### src/rtl/fir_sequencer.sv
// ============================================================================
// Module      : fir_sequencer
// Description : Time-multiplexed FIR controller driving one external
//               multiply-accumulate ALU, one tap per ALU transaction.
// Revision    : 1.0 - initial release
// ============================================================================
`default_nettype none

module fir_sequencer #(
    parameter int NUM_TAPS = 8,
    parameter int ALU_LAT  = 3,
    parameter int IDX_W    = $clog2(NUM_TAPS)
) (
    input  logic             clk,
    input  logic             rst,
    input  logic             in_valid,
    input  logic [15:0]      in_data,
    output logic             in_ready,
    input  logic             coef_we,
    input  logic [IDX_W-1:0] coef_addr,
    input  logic [15:0]      coef_data,
    output logic [1:0]       alu_op,
    output logic [15:0]      alu_a,
    output logic [15:0]      alu_b,
    output logic [31:0]      alu_acc,
    input  logic [31:0]      alu_result,
    output logic             y_valid,
    output logic [31:0]      y_data,
    output logic             busy
);

    localparam int c_CNT_W = (ALU_LAT > 1) ? $clog2(ALU_LAT) : 1;

    localparam logic [1:0] c_IDLE  = 2'd0;
    localparam logic [1:0] c_ISSUE = 2'd1;
    localparam logic [1:0] c_WAIT  = 2'd2;
    localparam logic [1:0] c_DONE  = 2'd3;

    localparam logic [1:0] c_OP_MAC  = 2'b00;
    localparam logic [1:0] c_OP_ZERO = 2'b10;

    logic [1:0]         r_state;
    logic [15:0]        r_x [NUM_TAPS];
    logic [15:0]        r_h [NUM_TAPS];
    logic [31:0]        r_acc;
    logic [IDX_W-1:0]   r_tap_idx;
    logic [c_CNT_W-1:0] r_wait_cnt;
    logic [31:0]        r_y_data;
    logic               r_y_valid;

    logic               w_coef_ok;
    logic               w_last_tap;

    assign w_coef_ok  = coef_we && (int'(coef_addr) < NUM_TAPS);
    assign w_last_tap = (r_tap_idx == IDX_W'(NUM_TAPS - 1));

    always_ff @(posedge clk) begin
        if (rst) begin
            r_state    <= c_IDLE;
            r_acc      <= '0;
            r_tap_idx  <= '0;
            r_wait_cnt <= '0;
            r_y_data   <= '0;
            r_y_valid  <= 1'b0;
            for (int k = 0; k < NUM_TAPS; k++) begin
                r_x[k] <= '0;
                r_h[k] <= '0;
            end
        end else begin
            r_y_valid <= 1'b0;
            case (r_state)
                c_IDLE: begin
                    // Coefficient write lands at this edge, so a sample accepted
                    // alongside it already sees the new value in its first ISSUE.
                    if (w_coef_ok) begin
                        r_h[coef_addr] <= coef_data;
                    end
                    if (in_valid) begin
                        for (int k = NUM_TAPS - 1; k >= 1; k--) begin
                            r_x[k] <= r_x[k-1];
                        end
                        r_x[0]    <= in_data;
                        r_acc     <= '0;
                        r_tap_idx <= '0;
                        r_state   <= c_ISSUE;
                    end
                end
                c_ISSUE: begin
                    r_wait_cnt <= c_CNT_W'(ALU_LAT - 1);
                    r_state    <= c_WAIT;
                end
                c_WAIT: begin
                    if (r_wait_cnt == '0) begin
                        r_acc <= alu_result;
                        if (w_last_tap) begin
                            r_state <= c_DONE;
                        end else begin
                            r_tap_idx <= r_tap_idx + 1'b1;
                            r_state   <= c_ISSUE;
                        end
                    end else begin
                        r_wait_cnt <= r_wait_cnt - 1'b1;
                    end
                end
                c_DONE: begin
                    r_y_data  <= r_acc;
                    r_y_valid <= 1'b1;
                    r_state   <= c_IDLE;
                end
                default: begin
                    r_state <= c_IDLE;
                end
            endcase
        end
    end

    // Operands stay constant from ISSUE through the whole WAIT window because
    // tap index and accumulator only change on the final WAIT edge.
    always_comb begin
        alu_op  = c_OP_ZERO;
        alu_a   = '0;
        alu_b   = '0;
        alu_acc = '0;
        if (r_state == c_ISSUE || r_state == c_WAIT) begin
            alu_op  = c_OP_MAC;
            alu_a   = r_x[r_tap_idx];
            alu_b   = r_h[r_tap_idx];
            alu_acc = r_acc;
        end
    end

    assign in_ready = (r_state == c_IDLE);
    assign busy     = (r_state != c_IDLE);
    assign y_valid  = r_y_valid;
    assign y_data   = r_y_data;

endmodule

`default_nettype wire
### config.mk
export PLATFORM = sky130hd
export DESIGN_NAME = fir_sequencer
export DESIGN_NICKNAME = d
export VERILOG_FILES = /design/src/rtl/fir_sequencer.sv
export SDC_FILE = /design/constraint.sdc
export NUM_CORES = 1
export LEC_CHECK = 0
export CORE_MARGIN = 3
export CORE_UTILIZATION = 35
export CTS_CLUSTER_SIZE = 20
export DETAILED_ROUTE_END_ITERATION = 8
export PLACE_DENSITY = 0.54
export SLEW_MARGIN = 5
export SYNTH_ARGS = -nofsm -noshare
export SYNTH_HDL_FRONTEND = slang
export SYNTH_SLANG_ARGS = --single-unit
### constraint.sdc
create_clock -name clk -period 5.9 [get_ports clk]
set_input_delay 1.18 -clock clk [delete_from_list [all_inputs] [get_ports clk]]
set_output_delay 1.18 -clock clk [all_outputs]
set_load 0.01 [all_outputs]
==> metrics <==
outcome finished clean; drt via density 5.05; vias in the first global route 9183; fin util 43.7%; Worst VDD drop 0.000159 V; # hold bufs at CTS 0; total CTS buffers 39; ratio of cells with drive above 1 in the final layout 12.9%; port bufs 170; Die Y 211 um; Reg power frac 47.1%; Switch Pwr 0.00163 W; Crit Path Max Fanout 45; Static Leakage 6.67 nW; die width 211 um; Hold Vio Cnt, Final 0; routed via count 8918; Worst Path Class, Setup reg -> out; Worst Path Arrival 3160 ps; #FFs+latches synth 331; placed insts 1701; Post-synth EDFFs 256; reported max-cap violation count 0; post-detail-place hpwl 19700 um; CP peak stage delay 670 ps; switching share of power 26.7%; beginning of the worst hold path r_acc[7]; initial core utilization 35.7%; CORE AREA 41200 sq um; Setup crit start kind flip-flop; final worst path period share 73.6%; cell internal pwr 0.00449 W; H-tree depth 2; max_slew headroom 29.5%; Post-Synth Adder-Cell Area 0.766%; Worst Hold End r_acc[7]; Top delay family on crit path buffers and inverters; DRC Markers 0; largest net degree at the start of global routing 129; synth top area cells edfxtp_1, dfxtp_1, mux4_2; multi-input gate area in the final layout 5100 sq um; Worst-Margin Slew 1060 ps; Non-Filler Instances 1767; CTS sink cnt 331; Power Density 339 nW/um^2; Final ANT Viol Nets 0; filler cell count 3714; antenna violations before repair 2; Post-Synth Simple-Gate Area 17.9%; setup TNS 0 ps; first-pass GRT wire length 54600 um; Cell variety after synth 36; Synth-to-Final Area Change 22.5%; worst hold path depth 2; worst r2r path cells 6; Ys Warns 0; Worst R2R Setup Slack 2870 ps; CTS tree yes; Period minus WS final 4340 ps; Gate power share 16.5%; WP buf/inv 2; Post-Synth XOR/XNOR Area 0%; RR Startpoint r_state[0]; number of top-level pins 172; area occupied by registers 9200 sq um; DRT iter0 DRCs 730; RSZ-0062 raised after global routing false; Total GRT Usage 15.7%; Seq/Total Area, Yosys 62.5%; largest family of logic cells by synthesized area simple AND/OR/NAND/NOR gates; buffer levels on the longest clock path 3; Post-Synthesis Cells 1069; FP Rows 74; Worst setup EP type primary output; final setup violation count 0; Synth Area per Inst 13.8 sq um; Worst-path clk slew 60 ps; top-area cell type share of the netlist area 52.3%; Clk network pwr share 36.4%; CTS Root Cell clkbuf_16; aggregate global routing overflow 0; ys async rst share 0%; First-pass DRT Iterations 5; area leader, netlist edfxtp_1; Worst Clk Skew 8.55 ps; die footprint 44500 sq um; critical-path cell list buf_4 -> mux4_2 -> mux2i_1 -> nor2_1 -> clkdlybuf4s50_1; Net Count, Synth 1149; drt wl/cell 19.7 um; post-synthesis cell area 14700 sq um; final slew viol count 0; post-cts resize count 0; reg-to-reg endpoint r_h[5][12]; Critical Path RT 4720 ps; multiplexer share of the synthesized area 14.3%; slowest CP cell dfxtp_2; fmax 230 MHz; Hold Crit Class reg -> reg; Compound-Gate Fraction of Synth Area 1.64%; Worst-Skew Late Latency 530 ps; Synth Flop Type edfxtp_1; WL final 34700 um; Final nets 1290; Setup Buffers After CTS 0; Final GP Congestion 0.722
==> through the flow <==
stage	setup slack, ps	hold WS [ps]	total power (W)	instance area [sq um]
2_1_floorplan	1120	440	0.00349	14700
3_3_place_gp	2020	450	0.00396	16800
3_5_place_dp	2010	456	0.00395	16800
4_1_cts	1420	464	0.00621	18000
5_1_grt	1310	479	0.00641	18000
6_report	1560	463	0.00612	18000
==> state kept, by name (all words and copies together) (netlist names), named ones only <==
| signal | count |
|---|---|
| r_tap_idx | 3 |
| y_data | 32 |
| r_state | 2 |
| r_x | 128 |
| y_valid | 1 |
| r_acc | 32 |
| r_wait_cnt | 2 |
| r_h | 128 |
==> cell type report <==
| cell class | count | area share (%) |
|---|---|---|
| clock buffers | 56 | 6.24 |
| repair buffers | 189 | 10.3 |
| flip-flops and latches | 331 | 51.0 |
| diodes | 1 | 0.0139 |
| multi-input cells | 641 | 28.3 |
| inverters | 8 | 0.167 |
| well taps | 532 | 3.69 |
| clock inverters | 9 | 0.250 |
==> cell usage in the layout (no fill, tap or decap), types with 2 or more instances in the layout <==
cell             instances
nor2_2                   4
ha_1                     8
dfxtp_2                  2
nor2_1                  70
buf_2                    2
edfxtp_1               256
and3_1                 128
nand2b_1                 5
or2_2                    8
mux4_2                  64
clkinv_1                 2
nor2_4                   2
clkinv_2                 6
nor2b_1                  3
nand3_1                  3
mux2i_1                 66
dfxtp_1                 72
a311oi_1                 2
nand2_1                 34
clkbuf_16               43
and2_1                 161
a21oi_1                 37
clkbuf_1                13
buf_4                   18
clkdlybuf4s50_1        168
nor3_4                   2
inv_1                    8
nand4_1                 32
==> cells in the mapped netlist, types with 4 or more instances <==
| cell | n |
|---|---|
| edfxtp_1 | 256 |
| buf_4 | 8 |
| and3_1 | 128 |
| inv_1 | 8 |
| ha_1 | 9 |
| nand4_1 | 32 |
| or2_2 | 8 |
| nand2_1 | 34 |
| nor2_2 | 4 |
| nor2_1 | 70 |
| clkbuf_1 | 53 |
| a21oi_1 | 37 |
| mux2i_1 | 66 |
| buf_2 | 22 |
| mux4_2 | 64 |
| clkbuf_2 | 4 |
| nand2b_1 | 5 |
| and2_1 | 161 |
| dfxtp_1 | 75 |
==> power groups by stage <==
stage	Sequential, W	Clock, W	Combinational [W]
3_5_place_dp	0.00292	0	0.00103
2_1_floorplan	0.00288	0	0.000612
3_3_place_gp	0.00293	0	0.00103
6_report	0.00288	0.00223	0.00101
5_1_grt	0.00291	0.00240	0.00111
4_1_cts	0.00288	0.00230	0.00103
==> worst min-delay path: stages (launching register included) <==
cell	delay [ps]
dfxtp_1	320
nand2_1	50
a21oi_1	50
==> worst max-delay path by stage <==
stage              start         to  slack (ps)  depth (start not counted)
5_1_grt        flip-flop   alu_a[1]        1310                          5
3_5_place_dp   flip-flop   alu_a[1]        2010                          5
6_report       flip-flop   alu_a[1]        1560                          5
3_3_place_gp   flip-flop   alu_a[1]        2020                          5
2_1_floorplan   in_valid  r_x[0][0]        1120                          3
4_1_cts        flip-flop   alu_a[1]        1420                          5
==> per-layer routing <==
metal	part of all wire (%)	routed length, um	global-route usage, %	vias up
met1	46	15900	21.8	4425
met5	0.098	34	0	-
li1	-	-	-	4215
met3	6.4	2220	4.69	51
met4	2.1	731	4.18	4
met2	46	15900	24.3	223
==> cell families (layout without fill, tap and decap cells) <==
group           count (synthesis)  count (layout)
simple gates                  457             457
compound gates                 44              44
mux                           130             130
fa+ha+maj                       9               9
buf+inv                        97             262
flops                         331             331
other cells                     1               2
Note: power is estimated with default switching activity, not from simulation.
